--- config.mk ---
export PLATFORM = sky130hd
export DESIGN_NAME = y86_run_ctrl
export DESIGN_NICKNAME = d
export VERILOG_FILES = /design/src/rtl/y86_pkg.sv /design/src/rtl/y86_watchdog.sv /design/src/rtl/y86_run_ctrl.sv
export SDC_FILE = /design/constraint.sdc
export NUM_CORES = 1
export LEC_CHECK = 0
export ABC_AREA = 1
export CAP_MARGIN = 30
export CORE_MARGIN = 3
export CORE_UTILIZATION = 30
export DETAILED_ROUTE_END_ITERATION = 16
export PLACE_DENSITY = 0.58
export SETUP_SLACK_MARGIN = 0.1
export SYNTH_ARGS = -nofsm -noshare
export SYNTH_HDL_FRONTEND = slang
export SYNTH_SLANG_ARGS = --single-unit
--- constraint.sdc ---
create_clock -name clock -period 1.95 [get_ports clock]
set_input_delay 0.39 -clock clock [delete_from_list [all_inputs] [get_ports clock]]
set_output_delay 0.39 -clock clock [all_outputs]
set_load 0.01 [all_outputs]
--- src/rtl/y86_pkg.sv ---
// Shared Y86 definitions: status encodings, run-controller states and the
// core-flag priority encoder used by both the processor top and the run controller.
package y86_pkg;

    localparam logic [3:0] STAT_AOK = 4'b1000;
    localparam logic [3:0] STAT_HLT = 4'b0010;
    localparam logic [3:0] STAT_INS = 4'b0100;
    localparam logic [3:0] STAT_ADR = 4'b0001;

    typedef enum logic [2:0] {
        RC_IDLE   = 3'd0,
        RC_LOAD   = 3'd1,
        RC_SETTLE = 3'd2,
        RC_RUN    = 3'd3,
        RC_DONE   = 3'd4
    } run_state_t;

    // Address faults outrank a bad opcode, which outranks a clean halt.
    function automatic logic [3:0] core_stat(
        input logic bad_mem,
        input logic bad_mem2,
        input logic in_error,
        input logic flag_halt
    );
        logic [3:0] s;
        s = STAT_AOK;
        if (bad_mem || bad_mem2) begin
            s = STAT_ADR;
        end else if (in_error) begin
            s = STAT_INS;
        end else if (flag_halt) begin
            s = STAT_HLT;
        end
        return s;
    endfunction

endpackage

--- src/rtl/y86_watchdog.sv ---
// Run-cycle counter: counts enabled cycles, saturates at LIMIT, and flags the
// cycle whose closing edge brings the count to LIMIT.
module y86_watchdog
    import y86_pkg::*;
#(
    parameter int unsigned LIMIT = 4096,
    parameter int unsigned W     = 32
) (
    input  logic         clock,
    input  logic         clear,
    input  logic         en,
    output logic [W-1:0] count,
    output logic         expire
);

    localparam logic [W-1:0] LIM    = W'(LIMIT);
    localparam logic [W-1:0] LIM_M1 = W'(LIMIT - 1);

    assign expire = en && (count == LIM_M1);

    always_ff @(posedge clock) begin
        if (clear) begin
            count <= '0;
        end else if (en && (count != LIM)) begin
            count <= count + W'(1);
        end
    end

endmodule

--- src/rtl/y86_run_ctrl.sv ---
// Program-load and run controller: streams a program into instruction memory,
// then gates the Y86 core and latches its terminating status.
module y86_run_ctrl
    import y86_pkg::*;
#(
    parameter int unsigned MEM_BYTES  = 1024,
    parameter int unsigned ADDR_W     = 10,
    parameter int unsigned MAX_CYCLES = 4096
) (
    input  logic              clock,
    input  logic              reset_n,
    input  logic              in_valid,
    output logic              in_ready,
    input  logic [7:0]        in_byte,
    input  logic              in_last,
    output logic              mem_we,
    output logic [ADDR_W-1:0] mem_waddr,
    output logic [7:0]        mem_wdata,
    output logic              core_run,
    input  logic              flag_halt,
    input  logic              in_error,
    input  logic              bad_mem,
    input  logic              bad_mem2,
    output logic [3:0]        stat,
    output logic              timeout,
    output logic              done,
    output logic [ADDR_W:0]   load_count,
    output logic [31:0]       cycle_count
);

    localparam logic [ADDR_W:0] MEM_LIMIT = (ADDR_W+1)'(MEM_BYTES);
    localparam logic [ADDR_W:0] LOAD_ONE  = (ADDR_W+1)'(1);

    run_state_t        state;
    run_state_t        state_nxt;
    logic              accept;
    logic              mem_full;
    logic              flag_hit;
    logic              wd_expire;
    logic              run_en;
    logic [3:0]        flag_stat;

    logic              wr_vld_p1;
    logic [ADDR_W-1:0] wr_addr_p1;
    logic [7:0]        wr_data_p1;

    assign accept    = in_valid && in_ready;
    assign mem_full  = (load_count == MEM_LIMIT);
    assign flag_stat = core_stat(bad_mem, bad_mem2, in_error, flag_halt);
    assign flag_hit  = (flag_stat != STAT_AOK);
    assign run_en    = (state == RC_RUN);

    y86_watchdog #(
        .LIMIT (MAX_CYCLES),
        .W     (32)
    ) u_watchdog (
        .clock  (clock),
        .clear  (!reset_n),
        .en     (run_en),
        .count  (cycle_count),
        .expire (wd_expire)
    );

    always_ff @(posedge clock) begin
        if (!reset_n) begin
            state <= RC_IDLE;
        end else begin
            state <= state_nxt;
        end
    end

    always_comb begin
        state_nxt = state;
        case (state)
            RC_IDLE, RC_LOAD: begin
                if (accept) begin
                    if (mem_full) begin
                        state_nxt = RC_DONE;
                    end else if (in_last) begin
                        state_nxt = RC_SETTLE;
                    end else begin
                        state_nxt = RC_LOAD;
                    end
                end
            end
            RC_SETTLE: state_nxt = RC_RUN;
            RC_RUN: begin
                if (flag_hit || wd_expire) begin
                    state_nxt = RC_DONE;
                end
            end
            RC_DONE:  state_nxt = RC_DONE;
            default:  state_nxt = RC_IDLE;
        endcase
    end

    always_comb begin
        in_ready = 1'b0;
        core_run = 1'b0;
        done     = 1'b0;
        case (state)
            RC_IDLE, RC_LOAD: in_ready = 1'b1;
            RC_RUN:           core_run = 1'b1;
            RC_DONE:          done     = 1'b1;
            default: ;
        endcase
    end

    // Stage p1: accepted byte becomes a memory write one cycle later.
    always_ff @(posedge clock) begin
        if (!reset_n) begin
            wr_vld_p1  <= 1'b0;
            wr_addr_p1 <= '0;
            wr_data_p1 <= '0;
            load_count <= '0;
            stat       <= STAT_AOK;
            timeout    <= 1'b0;
        end else begin
            wr_vld_p1 <= accept && !mem_full;
            if (accept && !mem_full) begin
                wr_addr_p1 <= load_count[ADDR_W-1:0];
                wr_data_p1 <= in_byte;
                load_count <= load_count + LOAD_ONE;
            end
            if (accept && mem_full) begin
                stat <= STAT_ADR;
            end
            if (run_en) begin
                if (flag_hit) begin
                    stat <= flag_stat;
                end else if (wd_expire) begin
                    timeout <= 1'b1;
                end
            end
        end
    end

    assign mem_we    = wr_vld_p1;
    assign mem_waddr = wr_addr_p1;
    assign mem_wdata = wr_data_p1;

endmodule
======== After elaboration in Yosys (flattened, before gate mapping) ========
Cells that the tools add are included.
word-level totals
  flip-flop bits (word level) ............. 70
  bits in latches ......................... 0
  bits in writable memories ............... 0
  memory bits (read-only) ................. 0
  input port bits ......................... 16
  output and inout bits ................... 70
  logic and storage cells ................. 47
  memories kept ........................... 0
cells by class
  add/subtract/negate cells ............... 2
  multipliers ............................. 0
  divide/modulo/power cells ............... 0
  $lt $le $gt $ge ......................... 0
  eq/ne operators ......................... 10
  shift operators ......................... 0
  multiplexer cells ....................... 14
  bitwise gates (word level) .............. 1
  reductions and logical operators ........ 12
operator list
  operator                                          number
  adder 32 x 1 -> 32 bit (second input constant)    1
  == test 32 x 12 -> 1 bit (second input constant)  1
  != test 32 x 13 -> 1 bit (second input constant)  1
  2-to-1 mux 4 bit                                  6
  one-hot mux 3 bit (4 select lines)                1
  adder 11 x 1 -> 11 bit (second input constant)    1
  == test 11 bit (second input constant)            1
  2-to-1 mux 3 bit                                  3
  == test 3 x 2 -> 1 bit (second input constant)    2
  logical AND 1 bit                                 5
  != test 2 bit (second input constant)             2
  != test 4 bit (second input constant)             1
  == test 3 x 1 -> 1 bit (second input constant)    1
  == test 3 bit (second input constant)             1
  zero test 3 bit                                   1
  2-to-1 mux 1 bit                                  3
  AND reduction 3 bit                               1
  logical OR 1 bit                                  2
  2-to-1 mux 2 bit                                  1
  AND reduction 2 bit                               1
  OR reduction 2 bit                                1
  zero test 1 bit                                   1
  inverter 1 bit                                    1

======== Depth between registers and ports, before layout ========
  word-level depth ........................ 8
  gate-level depth with buffers ........... 10

======== By module ========
Synthesis repeated with hierarchy kept, for this count alone.
unflattened totals
  cell total of the unflattened synthesis .. 699
  area, all modules ....................... 4252.8 um^2
modules (own cells, without submodules)
  module        times used  cells an instance  area each (um^2)  sequential area each (um^2)
  y86_watchdog  1           432                2402.3            640.6
  y86_run_ctrl  1           267                1850.5            760.7

======== Worst setup path before layout ========
No wires, ideal clock.
  kind .................................... register to register
  from .................................... register u_watchdog.count[0]
  to ...................................... register u_watchdog.count[1]
  arrival ................................. 1.435 ns
  path slack .............................. 0.399 ns
  cell stages (with the launch flop) ...... 11
  clock period less this slack ............ 1.551 ns
  cell sequence ........................... dfxtp_1 -> inv_1 -> ha_1 -> nor3b_2 -> nand2_1 -> nor2_1 -> nand2_2 -> nand2_4 -> buf_6 -> o21ai_0 -> nor2_1
between the ends
  word-level cells in the longest chain between the ends .. 2
  elaborated cells between the ends (all ways) .. 3
  classes of those cells .................. add/sub (1); eq/ne (1); reduce/logical (1)
RTL lines
  item                                                            line                source
  from (decl)                                                     y86_watchdog.sv:12  output logic [W-1:0] count,
  from (signal assigned)                                          y86_watchdog.sv:25  count <= count + W'(1);
  branches (longest 2 deep; another with adder 32 x 1 -> 32 bit)  n/a
Several ways; the timed one is not identified.
A chain may end at the register's enable or synchronous reset.

======== Final worst setup path ========
  from .................................... register u_watchdog.count[13]
  to ...................................... output port cycle_count[13]
RTL lines
  item       line                source
  to (decl)  y86_run_ctrl.sv:28  output logic [31:0] cycle_count
No word-level cell between the ends.

==> qor.txt <==
Status: finished clean
Crit path depth: 1
First-pass GRT wire length: 19.39 mm
Clock-pin slew on the worst setup and hold paths: 0.06 ns
Fin nets: 743
Logic pwr share: 11.1%
Fin cells: 900
Final ANT Viol Nets: 0
Initial Util: 31.15%
Synth Flop Type: dfxtp_1
M1 GR Usage: 20.89%
Setup_tns: 0 ns
CP max stage delay: 0.60 ns
Crit. End Element: output pin
EDFF count, synth: 0
Worst setup path endpoint: cycle_count[13]
Post-synth top cells: 215 x nand2_1, 113 x nor2_1, 70 x dfxtp_1
CP cell instances: clkdlybuf4s50_1
Largest area contributor in the netlist: dfxtp_1
Tcrit/Tclk final: 92.81%
Crit path DAT: 1.42 ns
Ratio of cells with drive above 1 in the final layout: 9.478%
DRC violations left: 0
Via density: 4.642
GP Congestion: 0.9121
RSZ-0062 raised after global routing: no
Core ar.: 12820 um2
Number of buffers added on ports: 85
Leak pwr: 1.962 nW
Cell variety after synth: 27
Worst clock skew: 0.007290 ns
Max Freq: 552.6 MHz
Top-area cell type share of the netlist area: 35.08%
Pwr dens: 665.1 nW/um2
Hold buffer count at cts: 0
Synthesized area: 3995 um2
Buf/Inv on CP: 1
Gate Count Post-Synth: 639
Syn Nets: 659
Worst R2R Start: load_count[1]
Crit. Startpoint: u_watchdog.count[13]
Maxcap violations: 0
Most numerous cell in the Yosys netlist: nand2_1
Initial antenna violation count: 0
Post-synthesis sequential area ratio: 35.08%
Startpoint types: flip-flop
Global route hottest layer: met2
Pre-Repair DR Iteration Count: 5
Area Growth Syn to Fin: 34.54%
Worst skew pair latency: 0.35 ns
M3 GR Usage: 4.149%
Die width: 121.4 um
Fin. max-slew vios: 0
Routed length per placed instance: 12.92 um
Synth top area cells: dfxtp_1 35%, nand2_1 20%, nor2_1 11%
Crit path max-delay cell type: clkdlybuf4s50_1
Post-CTS resize count: 9
Met2 Resource Use GR: 26.74%
Syn Area/Cell: 6.252 um2
Clk buf depth: 2
Crit path max-delay family: buffers and inverters
Minimum clock period after layout: 1.810 ns
Internal Power: 2.669 mW
Switching share of power: 25.33%
Num CTS Buffers: 9
DR iter-0 viols: 266
Synthesis-stage register bit count: 70
Gr ovfl total: 0
Core Rows: 41
Area of the die: 14740 um2
Post-CTS Setup Repair Bufs: 0
Worst R2R Path Depth: 8
Antenna cells: 0
Post-DP HPWL: 8.597 mm
WS Path Type: flip-flop to output pin
Die Height: 121.4 um
Largest net degree at the start of global routing: 45
End of the worst register-to-register path: stat[0]
CTS tree: built
Vias in the first global route: 3910
Hold/Removal Path Class: flip-flop to flip-flop
Sequential cell fraction of total power: 42.5%
Ports: 86
Max rail drop VDD: 369.6 uV
Async S/R FF share, synth: 0%
Vias post-DR: 4178
Switching pwr: 905.4 uW
Final hold viol count: 0
Inst Count DP: 884
Clk sinks: 70
Routed WL: 11.63 mm
FF-to-FF setup slack: 0.29 ns
Req. time, crit path: 1.56 ns
Rel. slew slack: 76.22%
Synth Warn #: 0
Slew of the pin with the lowest slew margin: 0.3540 ns
H-Tree Depth: 3
Total track usage: 16.45%
CTS root buffer: clkbuf_16
Setup Viol. Count Final: 0
Crit Path Max Fanout: 7
Clock Power Share: 46.4%
## worst min-delay path, stage by stage, from the launching register on
cell and delay [ns]:
dfxtp_1 0.32, nand2_1 0.06, a21oi_1 0.05
## cell families (layout without fill, tap and decap cells)
family	Yosys count	in the layout	share of synthesized area, %
buffers and inverters	76	165	8.675
DFF	70	70	35.08
xor gates and xnor gates	21	21	4.604
adders and majority gates	4	4	1.253
and+or+nand+nor	395	395	40.96
AOI/OAI and AO/OA	73	73	9.427
## registers in the layout, indices dropped and copies added, names as in the netlist
signal and count:
load_count 11, mem_waddr 10, mem_wdata 8, mem_we 1, stat 4, state 3, timeout 1, u_watchdog.count 32
## cell type report
class / instances / area (um2)
clock buffers: 10 / 229.0
inverters: 54 / 202.7
clock inverters: 6 / 71.32
well taps: 172 / 215.2
repair buffers: 95 / 975.9
multi-input cells: 493 / 2258
flip-flops and latches: 70 / 1423
fillers: 1342 / 7450
## worst min path at each step
stage / start / end / slack [ns] / cells past startpoint
2_1_floorplan: timeout / timeout / 0.47 / 2
3_3_place_gp: mem_waddr[0] / mem_waddr[0] / 0.46 / 2
3_5_place_dp: stat[1] / stat[1] / 0.46 / 2
4_1_cts: stat[1] / stat[1] / 0.47 / 2
5_1_grt: stat[1] / stat[1] / 0.51 / 2
6_report: stat[1] / stat[1] / 0.48 / 2
## layer usage
metal	wire (um)	vias up	part of all wire, %
met1	5391	1889	46
met4	197	0	1.7
met2	5429	102	47
li1	-	2174	-
met3	611	13	5.3
met5	0	-	0
## stage by stage
step,util (%),hold slack [ns],cell area [um2],setup slack (ns),power [mW]
after CTS,41.71,0.4728,5349,0.1123,3.628
after global routing,41.91,0.5082,5375,0.1014,3.729
final,41.91,0.4769,5375,0.1403,3.575
after floorplan,-,0.4740,3995,0.3991,1.753
after detailed placement,39.32,0.4593,5042,0.1729,1.949
after global placement,39.32,0.4603,5042,0.2022,1.945
## cell usage in the layout (no fill, tap or decap), types with 8 or more instances in the layout
cell,synthesis,routed
nor3_1,8,8
nand2_1,215,214
inv_1,49,49
a21oi_1,49,49
nor2_2,9,9
clkdlybuf4s50_1,0,82
o21ai_0,18,18
xor2_1,16,16
nor2_1,113,113
dfxtp_2,0,17
clkbuf_16,0,9
dfxtp_1,70,53
nand3_1,31,31
## power groups by stage
stage	combinational (mW)	sequential [mW]	clock, mW
2_1_floorplan	0.192	1.56	0
3_3_place_gp	0.395	1.55	0
3_5_place_dp	0.400	1.55	0
4_1_cts	0.400	1.52	1.71
5_1_grt	0.438	1.52	1.77
6_report	0.396	1.52	1.66
Note: power is estimated with default switching activity, not from simulation.
